===== src/rtl/mosby_pkg.sv =====
// Shared definitions for the MOSby program-counter / branch unit:
// branch condition codes, status-register flag positions and reset PC.
package mosby_pkg;

   // 6502 relative-branch condition selects as issued by the decoder.
   typedef enum logic [2:0] {
      OP_BPL = 3'b000,  // N = 0
      OP_BMI = 3'b001,  // N = 1
      OP_BVC = 3'b010,  // V = 0
      OP_BVS = 3'b011,  // V = 1
      OP_BCC = 3'b100,  // C = 0
      OP_BCS = 3'b101,  // C = 1
      OP_BNE = 3'b110,  // Z = 0
      OP_BEQ = 3'b111   // Z = 1
   } branch_op_e;

   // Bit positions inside the P (processor status) register.
   localparam int unsigned FLAG_N = 32'd7;
   localparam int unsigned FLAG_V = 32'd6;
   localparam int unsigned FLAG_B = 32'd4;
   localparam int unsigned FLAG_D = 32'd3;
   localparam int unsigned FLAG_I = 32'd2;
   localparam int unsigned FLAG_Z = 32'd1;
   localparam int unsigned FLAG_C = 32'd0;

   // Default program counter after reset.
   localparam logic [15:0] DEFAULT_RESET_PC = 16'h0000;

   // Sign-extend an 8-bit relative branch offset to PC width.
   function automatic logic [15:0] sext8(input logic [7:0] b);
      return {{8{b[7]}}, b};
   endfunction

endpackage


===== src/rtl/mosby_branch_cond.sv =====
// Combinational evaluation of a 6502 conditional-branch predicate
// from the branch_op select and the current status register.
module mosby_branch_cond
   import mosby_pkg::*;
(
   input  logic [2:0] branch_op,
   input  logic [7:0] status,
   output logic       cond
);

   // Bit 5, B, D and I play no part in branch decisions.
   logic unused_status_s;
   assign unused_status_s = ^{status[5], status[FLAG_B], status[FLAG_D], status[FLAG_I]};

   // Pick the flag named by branch_op and test it against the wanted polarity.
   always_comb begin
      cond = 1'b0;
      case (branch_op_e'(branch_op))
         OP_BPL:  cond = ~status[FLAG_N];
         OP_BMI:  cond =  status[FLAG_N];
         OP_BVC:  cond = ~status[FLAG_V];
         OP_BVS:  cond =  status[FLAG_V];
         OP_BCC:  cond = ~status[FLAG_C];
         OP_BCS:  cond =  status[FLAG_C];
         OP_BNE:  cond = ~status[FLAG_Z];
         OP_BEQ:  cond =  status[FLAG_Z];
         default: cond = 1'b0;
      endcase
   end

endmodule


===== src/rtl/mosby.sv =====
// MOSby program counter and branch unit: holds the PC and the program
// ROM, and applies increments, absolute jumps and relative branches.
module mosby
   import mosby_pkg::*;
#(
   parameter logic [15:0] RESET_PC  = DEFAULT_RESET_PC,
   parameter int          ROM_AW    = 8,
   parameter string       INIT_FILE = "program.hex"
)
(
   input  logic        clk,
   input  logic        rst,
   input  logic        branch_uncon,
   input  logic        branch_con,
   input  logic        pc_inc_decoder,
   input  logic        lower_byte_decoder,
   input  logic [2:0]  branch_op,
   input  logic [7:0]  status,
   output logic [15:0] pc,
   output logic [7:0]  rom_data,
   output logic        branch_taken
);

   localparam int ROM_DEPTH = 1 << ROM_AW;

   // Program image; read-only from the logic's point of view.
   logic [7:0] rom_mem [0:ROM_DEPTH-1];

   logic [15:0] pc_q;
   logic [15:0] pc_d;
   logic [7:0]  addr_lo_q;
   logic [7:0]  addr_lo_d;
   logic [15:0] pc_next_seq_s;
   logic        cond_s;

   // Clear the ROM image once at start of simulation.
   initial begin
      for (int i = 0; i < ROM_DEPTH; i++) begin
         rom_mem[i] = 8'h00;
      end
   end

   // Only the low ROM_AW bits index the ROM, so the image aliases upward.
   assign rom_data = rom_mem[pc_q[ROM_AW-1:0]];
   assign pc       = pc_q;

   mosby_branch_cond u_branch_cond (
      .branch_op (branch_op),
      .status    (status),
      .cond      (cond_s)
   );

   // Next-state for the target low byte and the PC priority mux.
   always_comb begin
      pc_next_seq_s = pc_q + 16'd1;
      pc_d          = pc_q;
      addr_lo_d     = addr_lo_q;
      branch_taken  = branch_uncon | (branch_con & cond_s);

      // Low-byte latch runs in parallel with whatever the PC does.
      if (lower_byte_decoder) begin
         addr_lo_d = rom_data;
      end else begin
         addr_lo_d = addr_lo_q;
      end

      // Jump uses the previously latched low byte, never the one latched now.
      if (branch_uncon) begin
         pc_d = {rom_data, addr_lo_q};
      end else if (branch_con) begin
         if (cond_s) begin
            pc_d = pc_next_seq_s + sext8(rom_data);
         end else begin
            pc_d = pc_next_seq_s;
         end
      end else if (pc_inc_decoder) begin
         pc_d = pc_next_seq_s;
      end else begin
         pc_d = pc_q;
      end
   end

   // PC and target-low-byte registers with asynchronous reset.
   always_ff @(posedge clk or posedge rst) begin
      if (rst) begin
         pc_q      <= RESET_PC;
         addr_lo_q <= 8'h00;
      end else begin
         pc_q      <= pc_d;
         addr_lo_q <= addr_lo_d;
      end
   end

endmodule


===== config.mk =====
export PLATFORM = sky130hd
export DESIGN_NAME = mosby
export DESIGN_NICKNAME = d
export VERILOG_FILES = /design/src/rtl/mosby_pkg.sv /design/src/rtl/mosby_branch_cond.sv /design/src/rtl/mosby.sv
export SDC_FILE = /design/constraint.sdc
export NUM_CORES = 1
export LEC_CHECK = 0
export CAP_MARGIN = 10
export CORE_MARGIN = 2
export CORE_UTILIZATION = 44
export CTS_BUF_LIST = sky130_fd_sc_hd__clkbuf_8 sky130_fd_sc_hd__clkbuf_16
export DETAILED_ROUTE_END_ITERATION = 7
export PLACE_DENSITY_LB_ADDON = 0.12
export SLEW_MARGIN = 20
export SYNTH_ARGS = -nofsm -noshare
export SYNTH_HDL_FRONTEND = slang
export SYNTH_SLANG_ARGS = --single-unit

===== constraint.sdc =====
create_clock -name clk -period 4.11 [get_ports clk]
set_input_delay 0.822 -clock clk [delete_from_list [all_inputs] [get_ports clk]]
set_output_delay 0.822 -clock clk [all_outputs]
set_load 0.02 [all_outputs]

==> flow_results.xml, run 1 <==
<?xml version="1.0" encoding="UTF-8"?>
<metrics>
  <group name="sta">
    <metric name="postLayoutSetupSlackWorst" unit="ns">0.616</metric>
    <metric name="timing.final.hold_violations" unit="">0</metric>
    <metric name="tns" unit="ns">0</metric>
    <metric name="post-route-min-period" unit="ns">3.49</metric>
    <metric name="timing_max_transition_violations_final" unit="">0</metric>
    <metric name="grt_setup_unrepaired" unit="">false</metric>
    <metric name="relative_slew_slack" unit="%">47.1</metric>
    <metric name="skew" unit="ns">0.00336</metric>
    <metric name="number_of_endpoints_failing_setup_at_the_final_stage" unit="">0</metric>
    <metric name="fmaxAchievable" unit="GHz">0.286</metric>
    <metric name="tightestPinTransition" unit="ns">0.781</metric>
    <metric name="min_period_over_period" unit="%">85.0</metric>
  </group>
  <group name="critical_path">
    <metric name="timing.critical_path.slowest_cell_delay" unit="ns">0.59</metric>
    <metric name="path_cells" unit="">clkdlybuf4s50_1 &gt; mux4_2 &gt; xnor2_1 &gt; a21o_1 &gt; clkdlybuf4s50_1</metric>
    <metric name="cp_top_family" unit="">buffers and inverters</metric>
    <metric name="cp_data_arrival_time" unit="ns">2.67</metric>
    <metric name="crit_path_end_kind" unit="">primary output</metric>
    <metric name="crit_start" unit="">branch_op[1]</metric>
    <metric name="critical_path.max_fanout" unit="">1</metric>
    <metric name="critical-path-top-cell-by-count" unit="">sky130_fd_sc_hd__clkdlybuf4s50_1</metric>
    <metric name="worst-endpoint-required" unit="ns">3.29</metric>
    <metric name="crit_path_start_kind" unit="">primary input</metric>
    <metric name="path_class" unit="">in2out</metric>
    <metric name="worst_path_max_delay_cell" unit="">sky130_fd_sc_hd__clkdlybuf4s50_1</metric>
    <metric name="path_buf_inv" unit="">2</metric>
    <metric name="crit_reg_reg_startpoint" unit="">pc[3]</metric>
  </group>
  <group name="clock_tree">
    <metric name="clock-root-buffer" unit="">sky130_fd_sc_hd__clkbuf_8</metric>
    <metric name="path_clk_slew" unit="ns">0.06</metric>
    <metric name="h_tree_depth" unit="">1</metric>
    <metric name="cts.repair.resized" unit="">0</metric>
    <metric name="clock_sinks" unit="">16</metric>
    <metric name="cts.hold.buffers_added" unit="">0</metric>
    <metric name="cts_buffers" unit="">3</metric>
    <metric name="cts_tree" unit="">yes</metric>
    <metric name="clock_tree.buffer_depth" unit="">2</metric>
    <metric name="worstSkewPairLatency" unit="ns">0.25</metric>
    <metric name="post-cts-setup-buffer-count" unit="">0</metric>
  </group>
  <group name="route">
    <metric name="finalWirelength" unit="um">1970</metric>
    <metric name="routed_via_density" unit="">5.19</metric>
    <metric name="number_of_detailed_routing_iterations_run_before_antenna_repair" unit="">4</metric>
    <metric name="drt_first_iter_violations" unit="">6</metric>
    <metric name="remaining_routing_drc_violations" unit="">0</metric>
    <metric name="routed-via-count" unit="">810</metric>
    <metric name="drt.antenna.violating_nets" unit="">0</metric>
    <metric name="average_wire_per_cell_in_the_routed_design" unit="um">12.7</metric>
  </group>
  <group name="placed_design">
    <metric name="gp_congestion" unit="">0.760</metric>
    <metric name="dpl_worst_slack" unit="ns">0.621</metric>
    <metric name="io_buffer_count" unit="">28</metric>
    <metric name="post-dp-hpwl" unit="um">1420</metric>
    <metric name="dpl_cell_area" unit="um^2">1210</metric>
    <metric name="dp.cells" unit="">152</metric>
  </group>
  <group name="power_and_ir_drop">
    <metric name="swShare" unit="%">24.6</metric>
    <metric name="combinationalPowerShare" unit="%">13.8</metric>
    <metric name="power-per-cell-area" unit="nW/um^2">280</metric>
    <metric name="power.switching" unit="mW">0.0872</metric>
    <metric name="vdd_ir_drop_max" unit="V">0.000196</metric>
    <metric name="power_internal" unit="mW">0.268</metric>
    <metric name="share_clk_of_total_power" unit="%">39.8</metric>
    <metric name="share_of_total_power_in_sequential_cells" unit="%">46.4</metric>
    <metric name="power.leakage" unit="nW">0.511</metric>
  </group>
  <group name="synthesis">
    <metric name="synthesis_warnings" unit="">0</metric>
    <metric name="synth_area_leader_cell" unit="">sky130_fd_sc_hd__dfrtp_1</metric>
    <metric name="async_reset_ff_share" unit="%">100</metric>
    <metric name="synth_edf_count" unit="">0</metric>
    <metric name="mappedNetlistArea" unit="um^2">955</metric>
    <metric name="synthFlopType" unit="">sky130_fd_sc_hd__dfrtp_1</metric>
    <metric name="synth_seq_area_share" unit="%">41.9</metric>
    <metric name="synthesis.instances" unit="">101</metric>
    <metric name="netlist_top_cells_area" unit="">sky130_fd_sc_hd__dfrtp_1 42%, sky130_fd_sc_hd__buf_4 6.3%, sky130_fd_sc_hd__nor2_1 5.5%</metric>
    <metric name="synth.top_cell.area_share" unit="%">41.9</metric>
    <metric name="post_synth_num_cell_types" unit="">33</metric>
    <metric name="post_synth.cell_area_avg" unit="um^2">9.45</metric>
    <metric name="yosys_reg_bits" unit="">16</metric>
  </group>
  <group name="global_route">
    <metric name="antenna_found_initial" unit="">0</metric>
    <metric name="grt-ovfl-total" unit="">0</metric>
    <metric name="first_global_vias" unit="">778</metric>
    <metric name="wire_length_of_the_first_global_routing_pass" unit="um">3350</metric>
    <metric name="grt_start_max_net_pins" unit="">22</metric>
    <metric name="track_usage" unit="%">17.3</metric>
  </group>
  <group name="job">
    <metric name="cap_violations" unit="">0</metric>
  </group>
  <group name="die">
    <metric name="initial_core_utilization" unit="%">47.7</metric>
    <metric name="floorplan.die.width" unit="um">50.6</metric>
    <metric name="num_rows" unit="">16</metric>
    <metric name="core_area" unit="um^2">2000</metric>
    <metric name="fp.dieArea" unit="um^2">2560</metric>
    <metric name="die_height" unit="um">50.6</metric>
    <metric name="pin_count" unit="">42</metric>
  </group>
  <group name="layout">
    <metric name="antenna_cells" unit="">0</metric>
    <metric name="largest_register_ff_count" unit="">16</metric>
    <metric name="finalNonFillerCells" unit="">156</metric>
    <metric name="stdcell_area" unit="um^2">1270</metric>
    <metric name="layout-drive-gt1-share" unit="%">7.75</metric>
    <metric name="p_r_area_growth_vs_syn" unit="%">33.0</metric>
    <metric name="finalNetCount" unit="">148</metric>
  </group>
  <group name="hold_path">
    <metric name="min-delay-start" unit="">pc[14]</metric>
    <metric name="hp-class" unit="">reg2reg</metric>
  </group>
  <group name="outcome">
    <metric name="run_status" unit="">finished clean</metric>
  </group>
</metrics>
area by class of cell:
cell class                      instances  area (um^2)
Fill cell                             174          732
Multi-Input combinational cell         78          485
Inverter                                2         7.51
Sequential cell                        16          400
Clock buffer                            4         55.1
Timing Repair Buffer                   29          288
Tap cell                               27         33.8
Yosys cell counts (all sizes together) (3+ instances only):
master,number
nand2,5
nand3,6
xor2,6
o21ai,4
a21oi,4
buf,10
nor4,4
xnor2,5
nand4,3
nor2,14
dfrtp,16
cell usage in the layout (no fill, tap or decap), types with 2 or more instances in the layout:
master and n:
sky130_fd_sc_hd__conb_1 8, sky130_fd_sc_hd__nand2_1 5, sky130_fd_sc_hd__clkdlybuf4s50_1 28, sky130_fd_sc_hd__nor4_1 4, sky130_fd_sc_hd__clkbuf_8 4, sky130_fd_sc_hd__nand4_1 3, sky130_fd_sc_hd__mux2_2 2, sky130_fd_sc_hd__nand3_1 5
sky130_fd_sc_hd__o21ai_0 4, sky130_fd_sc_hd__a21oi_1 4, sky130_fd_sc_hd__dfrtp_1 16, sky130_fd_sc_hd__xor2_1 6, sky130_fd_sc_hd__inv_1 2, sky130_fd_sc_hd__and3_1 2, sky130_fd_sc_hd__nor2b_1 2, sky130_fd_sc_hd__xnor2_1 5
sky130_fd_sc_hd__nor2_1 14
power groups by stage:
stage / Clock (mW) / Combinational, mW / Sequential, mW
5_1_grt: 0.150 / 0.0539 / 0.165
6_report: 0.141 / 0.0490 / 0.165
3_5_place_dp: 0 / 0.0493 / 0.167
4_1_cts: 0.144 / 0.0496 / 0.164
2_1_floorplan: 0 / 0.0298 / 0.170
3_3_place_gp: 0 / 0.0485 / 0.167
final timing paths:
| kind | end | slack (ns) | cells past startpoint |
|---|---|---|---|
| max | branch_taken | 0.62 | 5 |
| min | pc[14] | 0.57 | 2 |
| max reg2reg | pc[13] | 2.40 | 3 |
| min reg2reg | pc[14] | 0.57 | 2 |
| max in group asynchronous | pc[14] | 2.77 | 2 |
| min in group asynchronous | pc[7] | 0.94 | 2 |
routing by layer:
layer	GRT usage, %	share of wire [%]	wire (um)	vias to the layer above
met4	8.11	1.4	27	0
met3	3.57	6.2	122	4
met2	27.4	45	884	31
met1	22.4	48	940	382
met5	0	0	0	-
li1	-	-	-	393
through the flow:
stage	hold WS (ns)	power (mW)	utilization, %
4_1_cts	0.570	0.358	63.4
5_1_grt	0.602	0.369	63.4
2_1_floorplan	0.635	0.200	-
3_5_place_dp	0.566	0.217	60.7
3_3_place_gp	0.563	0.215	60.7
6_report	0.572	0.355	63.4
worst reg2reg max path, cell delays in order, from the launching register on:
cell and delay (ns):
sky130_fd_sc_hd__dfrtp_1 0.44, sky130_fd_sc_hd__nand3_1 0.33, sky130_fd_sc_hd__nor4_1 0.46, sky130_fd_sc_hd__mux2_2 0.37
cell families (layout without fill, tap and decap cells):
logic type,Yosys count,after routing,synth area share (%)
buffers and inverters,14,35,9.96
muxes,3,3,4.72
AOI/OAI and AO/OA,12,12,7.60
and+or+nand+nor,43,43,24.0
other,1,8,0.393
adders and majority gates,1,1,1.31
DFF,16,16,41.9
xor gates and xnor gates,11,11,10.1
(Power assumes the default switching activity.)
==> run 2, diff against run 1 <==
- CAP_MARGIN: 10 -> not set
- CORE_MARGIN: 2 -> not set
==> flow_results.xml, run 2 (same netlist as run 1, synthesis figures left out) <==
<?xml version="1.0" encoding="UTF-8"?>
<metrics>
  <group name="clock_tree">
    <metric name="cts.repair.resized" unit="">0</metric>
    <metric name="clock-root-buffer" unit="">sky130_fd_sc_hd__clkbuf_8</metric>
    <metric name="clock_sinks" unit="">16</metric>
    <metric name="h_tree_depth" unit="">1</metric>
    <metric name="cts_tree" unit="">yes</metric>
    <metric name="worstSkewPairLatency" unit="ns">0.25</metric>
    <metric name="clock_tree.buffer_depth" unit="">2</metric>
    <metric name="post-cts-setup-buffer-count" unit="">0</metric>
    <metric name="cts.hold.buffers_added" unit="">0</metric>
    <metric name="path_clk_slew" unit="ns">0.06</metric>
    <metric name="cts_buffers" unit="">3</metric>
  </group>
  <group name="route">
    <metric name="drt.antenna.violating_nets" unit="">0</metric>
    <metric name="number_of_detailed_routing_iterations_run_before_antenna_repair" unit="">4</metric>
    <metric name="finalWirelength" unit="um">1850</metric>
    <metric name="routed-via-count" unit="">786</metric>
    <metric name="remaining_routing_drc_violations" unit="">0</metric>
    <metric name="drt_first_iter_violations" unit="">9</metric>
    <metric name="average_wire_per_cell_in_the_routed_design" unit="um">11.9</metric>
    <metric name="routed_via_density" unit="">5.04</metric>
  </group>
  <group name="hold_path">
    <metric name="min-delay-start" unit="">pc[14]</metric>
    <metric name="hp-class" unit="">reg2reg</metric>
  </group>
  <group name="die">
    <metric name="pin_count" unit="">42</metric>
    <metric name="initial_core_utilization" unit="%">47.7</metric>
    <metric name="num_rows" unit="">16</metric>
    <metric name="die_height" unit="um">48.6</metric>
    <metric name="floorplan.die.width" unit="um">48.6</metric>
    <metric name="core_area" unit="um^2">2000</metric>
    <metric name="fp.dieArea" unit="um^2">2360</metric>
  </group>
  <group name="placed_design">
    <metric name="dpl_cell_area" unit="um^2">1210</metric>
    <metric name="gp_congestion" unit="">0.811</metric>
    <metric name="io_buffer_count" unit="">28</metric>
    <metric name="post-dp-hpwl" unit="um">1360</metric>
  </group>
  <group name="power_and_ir_drop">
    <metric name="vdd_ir_drop_max" unit="V">0.000188</metric>
    <metric name="swShare" unit="%">23.8</metric>
    <metric name="share_clk_of_total_power" unit="%">39.5</metric>
    <metric name="power.leakage" unit="nW">0.511</metric>
    <metric name="combinationalPowerShare" unit="%">13.8</metric>
    <metric name="share_of_total_power_in_sequential_cells" unit="%">46.7</metric>
    <metric name="power_internal" unit="mW">0.268</metric>
    <metric name="power.switching" unit="mW">0.0836</metric>
    <metric name="power-per-cell-area" unit="nW/um^2">277</metric>
  </group>
  <group name="sta">
    <metric name="timing.final.hold_violations" unit="">0</metric>
    <metric name="grt_setup_unrepaired" unit="">false</metric>
    <metric name="tns" unit="ns">0</metric>
    <metric name="number_of_endpoints_failing_setup_at_the_final_stage" unit="">0</metric>
    <metric name="timing_max_transition_violations_final" unit="">0</metric>
    <metric name="relative_slew_slack" unit="%">46.0</metric>
    <metric name="tightestPinTransition" unit="ns">0.797</metric>
    <metric name="skew" unit="ns">0.00107</metric>
    <metric name="min_period_over_period" unit="%">84.8</metric>
    <metric name="post-route-min-period" unit="ns">3.49</metric>
    <metric name="fmaxAchievable" unit="GHz">0.287</metric>
  </group>
  <group name="critical_path">
    <metric name="critical-path-top-cell-by-count" unit="">sky130_fd_sc_hd__clkdlybuf4s50_1</metric>
    <metric name="crit_start" unit="">branch_op[1]</metric>
    <metric name="path_cells" unit="">clkdlybuf4s50_1 &gt; mux4_2 &gt; xnor2_1 &gt; a21o_1 &gt; clkdlybuf4s50_1</metric>
    <metric name="critical_path.max_fanout" unit="">1</metric>
    <metric name="worst-endpoint-required" unit="ns">3.29</metric>
    <metric name="crit_path_start_kind" unit="">primary input</metric>
    <metric name="crit_reg_reg_startpoint" unit="">pc[3]</metric>
    <metric name="path_class" unit="">in2out</metric>
    <metric name="timing.critical_path.slowest_cell_delay" unit="ns">0.59</metric>
    <metric name="crit_path_end_kind" unit="">primary output</metric>
    <metric name="cp_top_family" unit="">buffers and inverters</metric>
    <metric name="cp_data_arrival_time" unit="ns">2.67</metric>
    <metric name="path_buf_inv" unit="">2</metric>
    <metric name="worst_path_max_delay_cell" unit="">sky130_fd_sc_hd__clkdlybuf4s50_1</metric>
  </group>
  <group name="global_route">
    <metric name="grt_start_max_net_pins" unit="">22</metric>
    <metric name="grt-ovfl-total" unit="">0</metric>
    <metric name="first_global_vias" unit="">728</metric>
    <metric name="track_usage" unit="%">17.3</metric>
    <metric name="wire_length_of_the_first_global_routing_pass" unit="um">3120</metric>
    <metric name="antenna_found_initial" unit="">0</metric>
  </group>
  <group name="layout">
    <metric name="layout-drive-gt1-share" unit="%">7.75</metric>
    <metric name="layout.cells.most_common_list" unit="">28 x sky130_fd_sc_hd__clkdlybuf4s50_1, 16 x sky130_fd_sc_hd__dfrtp_1, 14 x sky130_fd_sc_hd__nor2_1</metric>
    <metric name="antenna_cells" unit="">0</metric>
    <metric name="p_r_area_growth_vs_syn" unit="%">33.0</metric>
    <metric name="mostFrequentLayoutCell" unit="">sky130_fd_sc_hd__clkdlybuf4s50_1</metric>
    <metric name="finalNetCount" unit="">148</metric>
    <metric name="largest_register_ff_count" unit="">16</metric>
    <metric name="stdcell_area" unit="um^2">1270</metric>
  </group>
  <group name="outcome">
    <metric name="run_status" unit="">finished clean</metric>
  </group>
  <group name="job">
    <metric name="cap_violations" unit="">0</metric>
  </group>
</metrics>
[run 2: cell counts in the layout (fill, tap and decap cells not counted)]
Identical to the previous run, type by type.
[run 2: final timing paths]
| check | cells after the start | slack, ns | endpoint |
|---|---|---|---|
| min in group asynchronous | 2 | 0.94 | pc[5] |
| setup / recovery | 5 | 0.62 | branch_taken |
| setup reg to reg | 3 | 2.37 | pc[13] |
| hold reg to reg | 2 | 0.58 | pc[14] |
| max in group asynchronous | 2 | 2.77 | pc[15] |
| hold / removal | 2 | 0.58 | pc[14] |
[run 2: power by group through the flow]
stage	clock (mW)	sequential, mW	combinational, mW
CTS	0.143	0.164	0.0491
finish	0.139	0.164	0.0485
detailed placement	0	0.167	0.0489
floorplan	0	0.170	0.0298
global route	0.153	0.165	0.0526
global placement	0	0.167	0.0485
[run 2: layout make-up]
type	count	area (um^2)
clock buffer	4	55.1
fill	194	732
inverter	2	7.51
tap	27	33.8
timing repair buffer	29	288
sequential	16	400
multi-input combinational	78	485
[run 2: metrics by stage]
stage          setup slack [ns]  total power [mW]  hold WS (ns)  instances  utilization [%]
2_1_floorplan              1.62             0.200         0.635        108                -
3_3_place_gp              0.620             0.216         0.565        152             60.7
3_5_place_dp              0.619             0.216         0.574        152             60.7
4_1_cts                   0.611             0.357         0.586        156             63.4
5_1_grt                   0.568             0.370         0.601        156             63.4
6_report                  0.623             0.351         0.580        156             63.4
[run 2: per-layer routing]
layer	up-vias	part of all wire, %	wire, um	track usage, %
met2	33	45	827	28.6
met5	-	0	0	0
met4	0	1.2	23	5.88
li1	394	-	-	-
met3	4	6.4	118	5.66
met1	355	48	882	21.2
[run 2: worst min-delay path, cell delays in order, from the launching register on]
cell and delay, ns:
sky130_fd_sc_hd__dfrtp_1 0.41, sky130_fd_sc_hd__o41ai_1 0.08, sky130_fd_sc_hd__a21oi_1 0.06
